$ cat src/rtl/wdt_pkg.sv
// rtl/wdt_pkg.sv - shared offsets, keys, bit indices and FSM states for the watchdog
package wdt_pkg;

  // Byte offsets within the 32-byte window
  localparam logic [4:0] OFS_CTRL   = 5'h00;
  localparam logic [4:0] OFS_LOAD   = 5'h04;
  localparam logic [4:0] OFS_COUNT  = 5'h08;
  localparam logic [4:0] OFS_KICK   = 5'h0C;
  localparam logic [4:0] OFS_STATUS = 5'h10;

  localparam logic [31:0] KICK_KEY = 32'h5A5A_A5A5;

  // func3 encoding of a full-word access
  localparam logic [2:0] OP_WORD = 3'b010;

  // CTRL bit positions
  localparam int CTRL_EN     = 0;
  localparam int CTRL_IRQ_EN = 1;
  localparam int CTRL_RST_EN = 2;
  localparam int CTRL_PS_LO  = 8;
  localparam int CTRL_PS_HI  = 15;
  localparam int CTRL_LOCK   = 31;

  // STATUS bit positions
  localparam int ST_PEND = 0;
  localparam int ST_BITE = 1;
  localparam int ST_LOCK = 2;
  localparam int ST_ERR  = 3;

  typedef enum logic [1:0] {
    OFF  = 2'd0,
    RUN  = 2'd1,
    WARN = 2'd2,
    BITE = 2'd3
  } wdt_state_t;

  // A zero reload would never expire, so it behaves as one
  function automatic logic [31:0] reload_value(input logic [31:0] v);
    return (v == 32'h0) ? 32'h1 : v;
  endfunction

endpackage

$ cat src/rtl/wdt_prescaler.sv
// rtl/wdt_prescaler.sv - 8-bit clock divider producing a one-cycle tick every prescale+1 cycles
module wdt_prescaler (
  input  logic       clk,
  input  logic       rst,
  input  logic       en,
  input  logic       clr,
  input  logic [7:0] prescale,
  output logic       tick
);

  logic [7:0] cnt;

  // >= keeps the divider from running the full 8-bit range if prescale shrinks mid-count
  assign tick = en & (cnt >= prescale);

  // Divider count: cleared on restart, wraps on tick, holds while disabled
  always_ff @(posedge clk or negedge rst) begin
    if (!rst) begin
      cnt <= 8'd0;
    end else if (clr) begin
      cnt <= 8'd0;
    end else if (en) begin
      cnt <= tick ? 8'd0 : cnt + 8'd1;
    end
  end

endmodule

$ cat src/rtl/wdt_mmio.sv
// rtl/wdt_mmio.sv - memory-mapped watchdog with IRQ then reset-pulse expiry; WDT_LOCK_EN adds CTRL/LOAD lock
module wdt_mmio
  import wdt_pkg::*;
#(
  parameter logic [31:0] BASE_ADDR = 32'h0000_0400,
  parameter int          RST_PULSE = 4
) (
  input  logic        clk,
  input  logic        rst,
  input  logic        w_en,
  input  logic        r_en,
  input  logic [2:0]  op_sel,
  input  logic [31:0] addr,
  input  logic [31:0] data_w,
  output logic [31:0] data_r,
  output logic        wdt_irq,
  output logic        wdt_reset
);

  localparam int PW = (RST_PULSE > 1) ? $clog2(RST_PULSE) : 1;

  logic          en;
  logic          irq_en;
  logic          rst_en;
  logic [7:0]    prescale;
  logic [31:0]   load_q;
  logic [31:0]   count;
  logic          pend;
  logic          bite_st;
  logic          err;
  logic          lock;
  wdt_state_t    state;
  logic [PW-1:0] pulse_cnt;
  logic          tick;

  logic        hit;
  logic        word_op;
  logic        wr_any;
  logic        wr_ok;
  logic        wr_ctrl;
  logic        wr_load;
  logic        wr_kick;
  logic        wr_status;
  logic        ctrl_ok;
  logic        load_ok;
  logic        lock_err;
  logic        en_rise;
  logic        en_fall;
  logic        kick_good;
  logic        kick_bad;
  logic        running;
  logic [31:0] reload;

  // Writes are dropped entirely while the reset pulse is being generated
  assign hit       = (addr[31:5] == BASE_ADDR[31:5]) && (addr[1:0] == 2'b00);
  assign word_op   = (op_sel == OP_WORD);
  assign wr_any    = w_en & hit & (state != BITE);
  assign wr_ok     = wr_any & word_op;
  assign wr_ctrl   = wr_ok & (addr[4:0] == OFS_CTRL);
  assign wr_load   = wr_ok & (addr[4:0] == OFS_LOAD);
  assign wr_kick   = wr_ok & (addr[4:0] == OFS_KICK);
  assign wr_status = wr_ok & (addr[4:0] == OFS_STATUS);
  assign ctrl_ok   = wr_ctrl & ~lock;
  assign load_ok   = wr_load & ~lock;
  assign lock_err  = lock & (wr_ctrl | wr_load);
  assign en_rise   = ctrl_ok & data_w[CTRL_EN] & ~en;
  assign en_fall   = ctrl_ok & ~data_w[CTRL_EN] & en;
  assign kick_good = wr_kick & (data_w == KICK_KEY);
  assign kick_bad  = wr_kick & (data_w != KICK_KEY);
  assign running   = (state == RUN) || (state == WARN);
  assign reload    = reload_value(load_q);

  assign wdt_irq = pend & irq_en;

`ifdef WDT_LOCK_EN
  // LOCK is sticky: once set by software only the block reset clears it
  always_ff @(posedge clk or negedge rst) begin
    if (!rst) begin
      lock <= 1'b0;
    end else if (ctrl_ok && data_w[CTRL_LOCK]) begin
      lock <= 1'b1;
    end
  end
`else
  assign lock = 1'b0;
`endif

  // Prescaler freezes on the disabling write so a later enable resumes cleanly
  wdt_prescaler u_prescaler (
    .clk      (clk),
    .rst      (rst),
    .en       (running & ~en_fall),
    .clr      (en_rise | kick_good),
    .prescale (prescale),
    .tick     (tick)
  );

  // Combinational load data; misses, non-word accesses and write-only regs read 0
  always_comb begin
    data_r = 32'h0;
    if (r_en && hit && word_op) begin
      case (addr[4:0])
        OFS_CTRL:   data_r = {16'h0, prescale, 5'b0, rst_en, irq_en, en};
        OFS_LOAD:   data_r = load_q;
        OFS_COUNT:  data_r = count;
        OFS_STATUS: data_r = {28'h0, err, lock, bite_st, pend};
        default:    data_r = 32'h0;
      endcase
    end
  end

  // Register file, down-counter and expiry FSM
  always_ff @(posedge clk or negedge rst) begin
    if (!rst) begin
      en        <= 1'b0;
      irq_en    <= 1'b0;
      rst_en    <= 1'b0;
      prescale  <= 8'h0;
      load_q    <= 32'hFFFF_FFFF;
      count     <= 32'h0;
      pend      <= 1'b0;
      bite_st   <= 1'b0;
      err       <= 1'b0;
      state     <= OFF;
      pulse_cnt <= '0;
      wdt_reset <= 1'b0;
    end else begin
      if (ctrl_ok) begin
        en       <= data_w[CTRL_EN];
        irq_en   <= data_w[CTRL_IRQ_EN];
        rst_en   <= data_w[CTRL_RST_EN];
        prescale <= data_w[CTRL_PS_HI:CTRL_PS_LO];
      end
      if (load_ok) begin
        load_q <= data_w;
      end
      if (wr_status) begin
        if (data_w[ST_PEND]) pend    <= 1'b0;
        if (data_w[ST_BITE]) bite_st <= 1'b0;
        if (data_w[ST_ERR])  err     <= 1'b0;
      end
      if ((wr_any && !word_op) || lock_err) begin
        err <= 1'b1;
      end

      // PEND set below comes after the W1C above so a coincident expiry keeps it set
      case (state)
        OFF: begin
          if (en_rise) begin
            count <= reload;
            state <= RUN;
          end else if (kick_good) begin
            count <= reload;
          end
        end
        RUN, WARN: begin
          if (en_fall) begin
            state <= OFF;
          end else if (kick_bad && rst_en) begin
            state     <= BITE;
            wdt_reset <= 1'b1;
            pulse_cnt <= PW'(RST_PULSE - 1);
          end else if (kick_good) begin
            count <= reload;
            state <= RUN;
          end else if (tick) begin
            if (count == 32'h1) begin
              if (state == RUN) begin
                pend  <= 1'b1;
                count <= reload;
                state <= WARN;
              end else if (rst_en) begin
                state     <= BITE;
                wdt_reset <= 1'b1;
                pulse_cnt <= PW'(RST_PULSE - 1);
              end else begin
                count <= reload;
              end
            end else begin
              count <= count - 32'h1;
            end
          end
        end
        BITE: begin
          if (pulse_cnt == '0) begin
            wdt_reset <= 1'b0;
            bite_st   <= 1'b1;
            en        <= 1'b0;
            state     <= OFF;
          end else begin
            pulse_cnt <= pulse_cnt - 1'b1;
          end
        end
        default: state <= OFF;
      endcase
    end
  end

endmodule

$ cat config.mk
export PLATFORM = sky130hd
export DESIGN_NAME = wdt_mmio
export DESIGN_NICKNAME = d
export VERILOG_FILES = /design/src/rtl/wdt_pkg.sv /design/src/rtl/wdt_prescaler.sv /design/src/rtl/wdt_mmio.sv
export SDC_FILE = /design/constraint.sdc
export NUM_CORES = 1
export LEC_CHECK = 0
export BUFFER_PORTS_ARGS = -buffer_cell sky130_fd_sc_hd__buf_2
export CORE_ASPECT_RATIO = 1.75
export CORE_MARGIN = 5
export CORE_UTILIZATION = 34
export DETAILED_ROUTE_END_ITERATION = 16
export GPL_TIMING_DRIVEN = 0
export PLACE_DENSITY_LB_ADDON = 0.12
export REMOVE_ABC_BUFFERS = 1
export SYNTH_ARGS = -nofsm -noshare
export SYNTH_HDL_FRONTEND = slang
export SYNTH_HIERARCHICAL = 1
export SYNTH_SLANG_ARGS = --single-unit
$ cat constraint.sdc
create_clock -name clk -period 4.6 [get_ports clk]
set_input_delay 0.46 -clock clk [delete_from_list [all_inputs] [get_ports clk]]
set_output_delay 0.46 -clock clk [all_outputs]
set_load 0.1 [all_outputs]
==> reports/metrics.cfg, run 1 <==
[worst_setup_path]
cp-end-kind = flip-flop
cp_cell_sequence = buf_2 > nor4_4 > nor2b_1 > and4_1 > nand3_1 > nand2_1 > inv_1 > and2b_2 > o311ai_0 > a211o_4 > nor3_1 > a211o_1
cp.required_ns = 4.83
cp_max_fo = 65
critPathBufInv = 2
critPathMaxStageDelay_ns = 0.87
critPathKind = input port to flip-flop
crit_family = simple AND/OR/NAND/NOR gates
critPathLaunchType = input port
cp.arrival_ns = 4.45
crit_slowest_cell = nor2b_1

[routing]
via_count = 5683
routed_wl_mm = 19.6
drt_iter0_markers = 262
viasPerCell = 5.81
dr.pass1.iters = 6
wl_per_cell_um = 20.0
antenna_left = 0
drc_errors = 0

[clock_tree]
clk_pin_slew_ns = 0.07
clock-sinks = 91
holdBufCountCts = 0
htree_levels = 3
clock-root-buffer = clkbuf_16
post-cts-setup-buffers = 0
cts_inserted_buffers = 9
cts_tree = done
clockBufferDepth = 2
insertion_delay_ns = 0.35

[die]
initial_core_util_pct = 34.2
fp.dieH_um = 185
ios = 105
rows = 64
core_area_um2 = 17400
fp.dieArea_um2 = 20300
die_x_um = 110

[timing]
tightest_slew_ns = 1.33
rsz0062_at_grt = no
setup_viol = 0
period_share_pct = 91.8
hold_viol_final = 0
tns_ns = 0
max_clock_freq_mhz = 237
drv_slew = 0
fin_skew_ns = 0.0128
fin_crit_ns = 4.22
max_slew_margin_pct = 11.0

[placed_design]
dp_cells = 962
dp_hpwl_mm = 14.5
gp_congestion = 0.883
numPortBuffers = 104

[global_route]
grt_usage_pct = 19.6
grt_max_degree = 66
grtUsageMet3_pct = 3.17
antenna_found_initial = 0
grt_use_met2_pct = 34.9
grt_pass1_wl_mm = 31.1
gr-total-overflow = 0
gr-max-usage-layer = met2
grt_util_met1_pct = 22.1
grt_pass1_vias = 5912

[cells_and_area]
drive_gt1_share_pct = 29.5
syn2layout_area_growth_pct = 17.4
finalNonFillerCells = 978
num-nets-final = 828
num_antenna_cells = 0
num-fill-cells = 1830

[status]
status = completed

[flow_run]
maxCapViolations = 0

[pwr]
leakagePower_nw = 2.91
vdd_drop_max_uv = 148
power_density_nw_per_um2 = 237
power_mw = 1.66

[yosys]
synth_cell_types = 68
synth-edff-count = 0
yosysWarnings = 6
ys_seq_elements = 91
yosysSeqAreaShare_pct = 38.9
syn_area_um2 = 5950
synth-main-ff-cell = dfrtp_1
synth.avg_cell_area_um2 = 8.99
synthCells = 662
async_flop_share_pct = 100

[worst_hold_path]
hold_class = input port to asynchronous set/reset pin

==> synthesized netlist by cell type, drive strengths merged (2+ instances only) <==
master,instances,area (µm²)
or3,3,18.8
or4,3,22.5
inv,26,97.6
a222oi,9,90.1
clkbuf,26,104
nor3b,3,22.5
a21oi,42,214
and3,3,18.8
and4,3,26.3
a22oi,34,255
or4b,2,23.8
a2bb2oi,2,17.5
nor4bb,12,120
nand4b,2,17.5
a211o,3,26.3
nor2b,8,50.1
buf,14,88.8
nor4b,2,17.5
a22o,3,26.3
nor4,25,214
nand2b,6,37.5
o311ai,2,17.5
a32oi,2,17.5
dfrtp,59,1480
a41oi,5,43.8
and2,4,25.0
o21ai,62,310
o22a,5,43.8
nor3,17,85.1
mux2,43,484
nand2,25,93.8
ha,15,188
nand4,9,56.3
a211oi,3,27.5
a31oi,10,62.6
o211ai,2,15.0
nand3,25,125
o31ai,5,37.5
dfstp,32,841
nor2,88,330
mux2i,3,30.0
==> flip-flops by register name, indices dropped and copies added, names as in the netlist <==
register and count:
bite_st 1, count 32, en 1, err 1, irq_en 1, load_q 32, pend 1, prescale 8
pulse_cnt 2, rst_en 1, state 2, u_prescaler/cnt 8, wdt_reset 1
==> power by group <==
| group | internal, mW | total (mW) | switching (mW) |
|---|---|---|---|
| registers | 0.802 | 0.803 | 0.00139 |
| logic | 0.0368 | 0.0943 | 0.0575 |
| clock network | 0.424 | 0.759 | 0.335 |
==> what timing repair did <==
action,CTS,global route
gates resized for setup,0,1
setup endpoints to repair,0,2
hold endpoints to repair,0,0
==> metrics by stage <==
| step | instance area [µm²] | setup slack (ns) | utilization (%) | hold slack [ns] |
|---|---|---|---|---|
| 6_report | 6980 | 0.378 | 40.2 | 0.0655 |
| 3_3_place_gp | 6560 | -3.43 | 37.7 | 0.485 |
| 3_5_place_dp | 6680 | -0.128 | 38.4 | 0.451 |
| 2_1_floorplan | 5750 | -0.762 | - | 0.164 |
| 5_1_grt | 6980 | 0.238 | 40.2 | 0.102 |
| 4_1_cts | 6970 | 0.214 | 40.1 | 0.0774 |
==> kinds of logic (layout without fill, tap and decap cells) <==
| logic type | Yosys count | after routing | synth area share (%) |
|---|---|---|---|
| fa+ha+maj | 15 | 15 | 3.15 |
| mux | 46 | 46 | 8.64 |
| buf+inv | 67 | 152 | 5.05 |
| flops | 91 | 91 | 38.9 |
| compound gates | 198 | 198 | 21.6 |
| simple gates | 245 | 245 | 22.7 |
==> cell usage in the layout, fill, tap and decap left out, types with 12 or more instances in the layout <==
cell type and count:
nand3_1 25, nor3_1 17, nor4_1 20, a22oi_1 34, mux2_2 43, dfrtp_1 59, a21oi_1 41, ha_1 15
o21ai_0 56, nand2_1 24, nor2_1 86, nor4bb_1 12, inv_1 26, dfstp_2 32, buf_2 103
==> layout make-up <==
type	count	area [µm²]	area share (%)
clock buffer	10	229	3.28
clock inverter	6	65.1	0.932
inverter	26	97.6	1.40
multi-input combinational	504	3360	48.2
sequential	91	2320	33.2
tap	231	289	4.14
timing repair buffer	110	619	8.87
==> layer usage <==
| layer | share of wire, % | up-vias |
|---|---|---|
| li1 | - | 2669 |
| met1 | 38 | 2776 |
| met2 | 52 | 186 |
| met3 | 5.0 | 52 |
| met4 | 4.5 | 0 |
| met5 | 0 | - |
==> final timing paths <==
check	cells after the start	slack, ns	endpoint	start
max	12	0.38	count[0]$_DFFE_PN0P_	addr[1]
min reg2reg	2	0.50	load_q[0]$_DFFE_PN1P_	load_q[0]$_DFFE_PN1P_
min in group clk	2	0.36	load_q[24]$_DFFE_PN1P_	data_w[24]
min	1	0.07	wdt_reset$_DFFE_PN0P_	rst
max in group asynchronous	2	3.79	load_q[23]$_DFFE_PN1P_	rst
max reg2reg	12	0.98	count[0]$_DFFE_PN0P_	state[0]$_DFFE_PN0P_
==> worst reg2reg max path: stages (launching register included) <==
cell and delay, ns:
dfrtp_1 0.40, ha_1 0.31, nand2b_1 0.28, nor2_1 0.22, and4_1 0.28, nand3_1 0.17
nand2_1 0.14, inv_1 0.21, and2b_2 0.32, o311ai_0 0.15, a211o_4 0.58, nor3_1 0.16
a211o_1 0.30
Note: power is estimated with default switching activity, not from simulation.
==> inputs of run 2 (changes only) <==
==> constraint.sdc (replaced) <==
create_clock -name clk -period 3.4 [get_ports clk]
set_input_delay 0.34 -clock clk [delete_from_list [all_inputs] [get_ports clk]]
set_output_delay 0.34 -clock clk [all_outputs]
set_load 0.1 [all_outputs]
==> run 2 against run 1 <==
Against the previous run:
- total power increased by 36%
- sequential power rose by 36%
- first-iteration DRC count up 19%
- clock power grew 36%
- non-clock buffer count up 4
- worst setup slack worse by 0.29 ns
- worst hold slack better by 0.17 ns
- final cell count increased by 0.72%
- combinational power up 37%
- critical endpoint is now count[2]$_DFFE_PN0P_
- largest cell class unchanged
- highest routed layer unchanged
==> reports/metrics.cfg, run 2 (synthesis gave the netlist of run 1 again) <==
[timing]
tightest_slew_ns = 1.14
setup_viol = 0
fin_skew_ns = 0.0116
fin_crit_ns = 3.32
hold_viol_final = 0
drv_slew = 0
max_slew_margin_pct = 23.1
period_share_pct = 97.5
max_clock_freq_mhz = 302
rsz0062_at_grt = no

[worst_setup_path]
cp-end-kind = flip-flop
cp_cell_sequence = buf_2 > nor4_4 > nor2b_4 > and4_1 > nand3_1 > nand2_1 > clkinvlp_4 > and2b_2 > o311ai_2 > a211o_1 > o21ai_0
cp.required_ns = 3.60
crit_slowest_cell = a211o_1
critPathKind = input port to flip-flop
cp_max_fo = 16
cp.arrival_ns = 3.52
critPathLaunchType = input port
critPathMaxStageDelay_ns = 0.62

[die]
fp.dieH_um = 185
core_area_um2 = 17400
fp.dieArea_um2 = 20300
rows = 64
ios = 105
die_x_um = 110
initial_core_util_pct = 34.2

[global_route]
gr-total-overflow = 0
grt_pass1_wl_mm = 32.4
antenna_found_initial = 0
grt_max_degree = 60
grt_usage_pct = 20.5
grt_pass1_vias = 6055

[cells_and_area]
num_antenna_cells = 0
drive_gt1_share_pct = 30.5
postLayoutCellArea_um2 = 7110
syn2layout_area_growth_pct = 19.5
final_cell_mix = 102 x buf_2, 86 x nor2_1, 59 x dfrtp_1, 56 x o21ai_0, 43 x mux2_2
top_regs = count: 32 flops, load_q: 32 flops
num-nets-final = 835
layout_commonest_cell = buf_2

[status]
status = completed

[clock_tree]
cts_inserted_buffers = 9
insertion_delay_ns = 0.35
clock-sinks = 91
clock-root-buffer = clkbuf_16
clockBufferDepth = 2
clk_pin_slew_ns = 0.07
cts_tree = done
htree_levels = 3

[placed_design]
gp_congestion = 0.883
numPortBuffers = 104
dp_hpwl_mm = 14.5
placement.cell_area_um2 = 6680

[routing]
drt_iter0_markers = 313
wl_per_cell_um = 20.9
antenna_left = 0
drc_errors = 0
viasPerCell = 5.85
routed_wl_mm = 20.6
dr.pass1.iters = 7
via_count = 5765

[worst_hold_path]
hold_class = input port to flip-flop

[pwr]
leakagePower_nw = 2.93
power_mw = 2.25
vdd_drop_max_uv = 206
power_density_nw_per_um2 = 316

[flow_run]
maxCapViolations = 0

run 2: path summary, 6_finish.rpt:
check / depth (start not counted) / to / slack (ns) / start
hold / removal: 2 / load_q[21]$_DFFE_PN1P_ / 0.24 / data_w[21]
min in group asynchronous: 2 / wdt_reset$_DFFE_PN0P_ / 0.48 / rst
setup reg to reg: 6 / count[2]$_DFFE_PN0P_ / 0.10 / count[24]$_DFFE_PN0P_
setup / recovery: 11 / count[2]$_DFFE_PN0P_ / 0.08 / addr[1]
max in group asynchronous: 3 / load_q[23]$_DFFE_PN1P_ / 2.19 / rst
hold reg to reg: 2 / load_q[0]$_DFFE_PN1P_ / 0.50 / load_q[0]$_DFFE_PN1P_
run 2: per-stage QoR:
stage	std cells	util, %	setup slack, ns	TNS, ns	hold WS, ns
2_1_floorplan	621	-	-1.72	-84.00	0.0444
3_3_place_gp	956	37.7	-4.51	-299.30	0.485
3_5_place_dp	962	38.4	-1.21	-44.30	0.331
4_1_cts	985	40.8	0.0375	0	0.230
5_1_grt	985	40.9	0.00572	0	0.232
6_report	985	40.9	0.0848	0	0.236
run 2: layout make-up:
class                      instances  area [µm²]
fill                            1816       10300
tap                              231         289
inverter                          26         101
clock inverter                     6        65.1
sequential                        91        2320
timing repair buffer             114         679
clock buffer                      10         229
multi-input combinational        507        3430
run 2: power breakdown:
part           switching (mW)  total [mW]  internal (mW)
Sequential            0.00189        1.09           1.08
Clock                   0.458        1.03          0.574
Combinational          0.0786       0.129         0.0508
run 2: timing repair:
action / in CTS / in global routing
cloned: 3 / 0
pin swaps: 2 / 0
endpoints found under the setup margin: 69 / 23
endpoints found under the hold margin: 21 / 0
setup buffers: 3 / 0
hold buffers: 1 / 0
gates resized for setup: 9 / 3
run 2: routing by layer:
layer  global-route usage [%]  up-vias  wire length (µm)
li1                         -     2687                 -
met1                     23.2     2814              7820
met2                     36.5      220             10800
met3                     3.14       44              1140
met4                     10.6        0               845
met5                        0        -                 0
run 2: worst max-delay path, delay by kind of cell:
family | cells | cell delay, ns
and+or+nand+nor | 6 | 1.92
AOI/OAI and AO/OA | 3 | 0.99
buffers and inverters | 2 | 0.24
==> inputs of run 3 (changes only) <==
--- a/config.mk
+++ b/config.mk
@@ -15,5 +15,4 @@
 export REMOVE_ABC_BUFFERS = 1
 export SYNTH_ARGS = -nofsm -noshare
 export SYNTH_HDL_FRONTEND = slang
-export SYNTH_HIERARCHICAL = 1
 export SYNTH_SLANG_ARGS = --single-unit
==> run 3 against run 2 <==
Against the previous run:
- register-to-register slack better by 0.13 ns
- routed wire length fell by 6.2%
- largest cell class unchanged
- maximum frequency is 2.0% higher
- critical path depth down 2
- clock-buffer cell count down 1
- sequential cell count unchanged
- sequential power barely moved
- global-route usage shrank 1.4 points
- via count shrank 4.2%
==> reports/metrics.cfg, run 3 <==
[status]
status = completed

[flow_run]
maxCapViolations = 0

[worst_setup_path]
crit_slowest_cell = nand4_1
cp.required_ns = 3.06
critPathKind = input port to output pin
cp_max_fo = 13
cp_cell_sequence = buf_2 > nor3_2 > nand2_1 > nor2_4 > buf_8 > o31a_1 > nand4_1 > nor2_1 > buf_4
critPathLaunchType = input port
worstRegToRegCells = 10
cp.arrival_ns = 2.91
critPathMaxStageDelay_ns = 0.42
crit_family = simple AND/OR/NAND/NOR gates
cp-end-kind = output pin
critPathBufInv = 3
cp.depth = 9

[yosys]
synth_cell_types = 69
async_flop_share_pct = 100
yosysSeqAreaShare_pct = 39.0
yosysWarnings = 0
synth_area_leader_cell = dfrtp_1
yosysMostFrequentCell = nor2_1
synth_top_area_share_pct = 24.9
ys_seq_elements = 91
synthTopCellsByArea = dfrtp_1 25%, dfstp_2 14%, mux2_2 6.8%
syn_area_um2 = 5940
synthCells = 655
synth_commonest_cells = 96 x nor2_1, 59 x dfrtp_1, 51 x o21ai_1
synth.avg_cell_area_um2 = 9.07
synth-main-ff-cell = dfrtp_1
synth-edff-count = 0

[worst_hold_path]
worst_hold_path.num_cells = 3
hold_class = input port to flip-flop

[cells_and_area]
syn2layout_area_growth_pct = 20.0
num_antenna_cells = 0
num-fill-cells = 1810
top_regs = count: 32 flops, load_q: 32 flops
drive_gt1_share_pct = 31.0
num-nets-final = 835
final_cell_mix = 95 x nor2_1, 95 x buf_2, 59 x dfrtp_1, 51 x o21ai_1, 44 x a21oi_1

[die]
initial_core_util_pct = 34.2
rows = 64
fp.dieH_um = 185
core_area_um2 = 17400
die_x_um = 110
fp.dieArea_um2 = 20300
ios = 105

[global_route]
grt_usage_pct = 19.2
grt_max_degree = 55
grt_use_met2_pct = 35.8
antenna_found_initial = 0
grt_util_met1_pct = 21.4
gr-max-usage-layer = met2
grtUsageMet3_pct = 2.44
grt_pass1_wl_mm = 30.1
gr-total-overflow = 0
grt_pass1_vias = 5685

[timing]
hold_viol_final = 0
rsz0062_at_grt = no
max_slew_margin_pct = 40.8
hold_slack_ns = 0.228
drv_slew = 0
setup_viol = 0
timing.final.ws_setup_ns = 0.148
fin_crit_ns = 3.25
fin_skew_ns = 0.00701
period_share_pct = 95.6
tightest_slew_ns = 0.887
max_clock_freq_mhz = 308
tns_ns = 0

[clock_tree]
cts_inserted_buffers = 9
clk_pin_slew_ns = 0.07
cts_tree = done
clock-root-buffer = clkbuf_16
clockBufferDepth = 2
htree_levels = 3
clock-sinks = 91
insertion_delay_ns = 0.35

[pwr]
seq_power_share_pct = 49.0
p_switching_mw = 0.574
leakagePower_nw = 3.10
p_int_mw = 1.66
p_comb_share_pct = 5.9
power_density_nw_per_um2 = 313
vdd_drop_max_uv = 254
switching_share_pct = 25.7
p_clk_share_pct = 45.1

[placed_design]
dp_hpwl_mm = 14.3
numPortBuffers = 104
gp_congestion = 0.811
place_ws_ns = -0.721

[routing]
routed_wl_mm = 19.3
antenna_left = 0
drt_iter0_markers = 279
viasPerCell = 5.60
dr.pass1.iters = 7
drc_errors = 0
via_count = 5520
wl_per_cell_um = 19.6

-- run 3: cell types whose count changed after synthesis, moves of 10 or more --
cell,before,now
o21ai_1,6,51
nand2_1,25,36
o21ai_0,56,20
nand3_1,25,15
-- run 3: power by group through the flow --
| stage | logic, mW | registers, mW | clock network (mW) |
|---|---|---|---|
| 6_report | 0.131 | 1.09 | 1.01 |
| 5_1_grt | 0.146 | 1.09 | 1.08 |
| 4_1_cts | 0.134 | 1.09 | 1.04 |
| 3_5_place_dp | 0.132 | 1.11 | 0 |
| 3_3_place_gp | 0.125 | 1.11 | 0 |
| 2_1_floorplan | 0.0338 | 1.11 | 0 |
-- run 3: routing by layer --
layer  up-vias  routed length [µm]
li1       2640                   -
met2       158               10400
met1      2683                7390
met3        39                 817
met5         -                   0
met4         0                 638
-- run 3: final timing paths --
path	startpoint	to	slack [ns]
setup / recovery	addr[1]	data_r[2]	0.15
hold / removal	data_w[15]	prescale[7]$_DFFE_PN0N_	0.23
setup reg to reg	state[0]$_DFFE_PN0P_	count[23]$_DFFE_PN0P_	0.23
hold reg to reg	bite_st$_DFF_PN0_	bite_st$_DFF_PN0_	0.50
max in group asynchronous	rst	load_q[2]$_DFFE_PN1P_	2.15
min in group asynchronous	rst	count[19]$_DFFE_PN0P_	0.52
-- run 3: logic make-up (layout without fill, tap and decap cells) --
| kind of cell | count (synthesis) | in the layout | share of synthesized area (%) |
|---|---|---|---|
| compound gates | 191 | 192 | 20.3 |
| xor+xnor | 4 | 4 | 0.590 |
| fa+ha+maj | 15 | 15 | 3.16 |
| buf+inv | 55 | 151 | 4.02 |
| flops | 91 | 91 | 39.0 |
| mux | 47 | 47 | 8.70 |
| simple gates | 252 | 254 | 24.2 |
-- run 3: cell type report --
cell class	instances	area (µm²)	area share, %
repair buffers	112	666	9.34
inverters	23	86.3	1.21
multi-input cells	512	3480	48.8
well taps	231	289	4.06
clock buffers	9	225	3.16
clock inverters	7	65.1	0.913
flip-flops and latches	91	2320	32.5
-- run 3: what timing repair did --
action	CTS	global route
setup buffers	1	0
hold endpoints to repair	25	0
pin swaps	2	1
cloned	2	1
hold buffers	1	0
endpoints found under the setup margin	72	61
resized for setup	11	6
-- run 3: per-stage QoR --
stage,cells,total power [mW],util (%),area [µm²]
after floorplan,623,1.15,-,5790
after global placement,958,1.24,38.0,6600
after detailed placement,964,1.25,38.7,6720
after CTS,984,2.27,40.8,7080
after global routing,985,2.32,41.0,7130
final,985,2.23,41.0,7130
-- run 3: worst min-delay path: stages --
cell	delay, ns
buf_2	0.10
nand2_1	0.04
o21ai_0	0.06
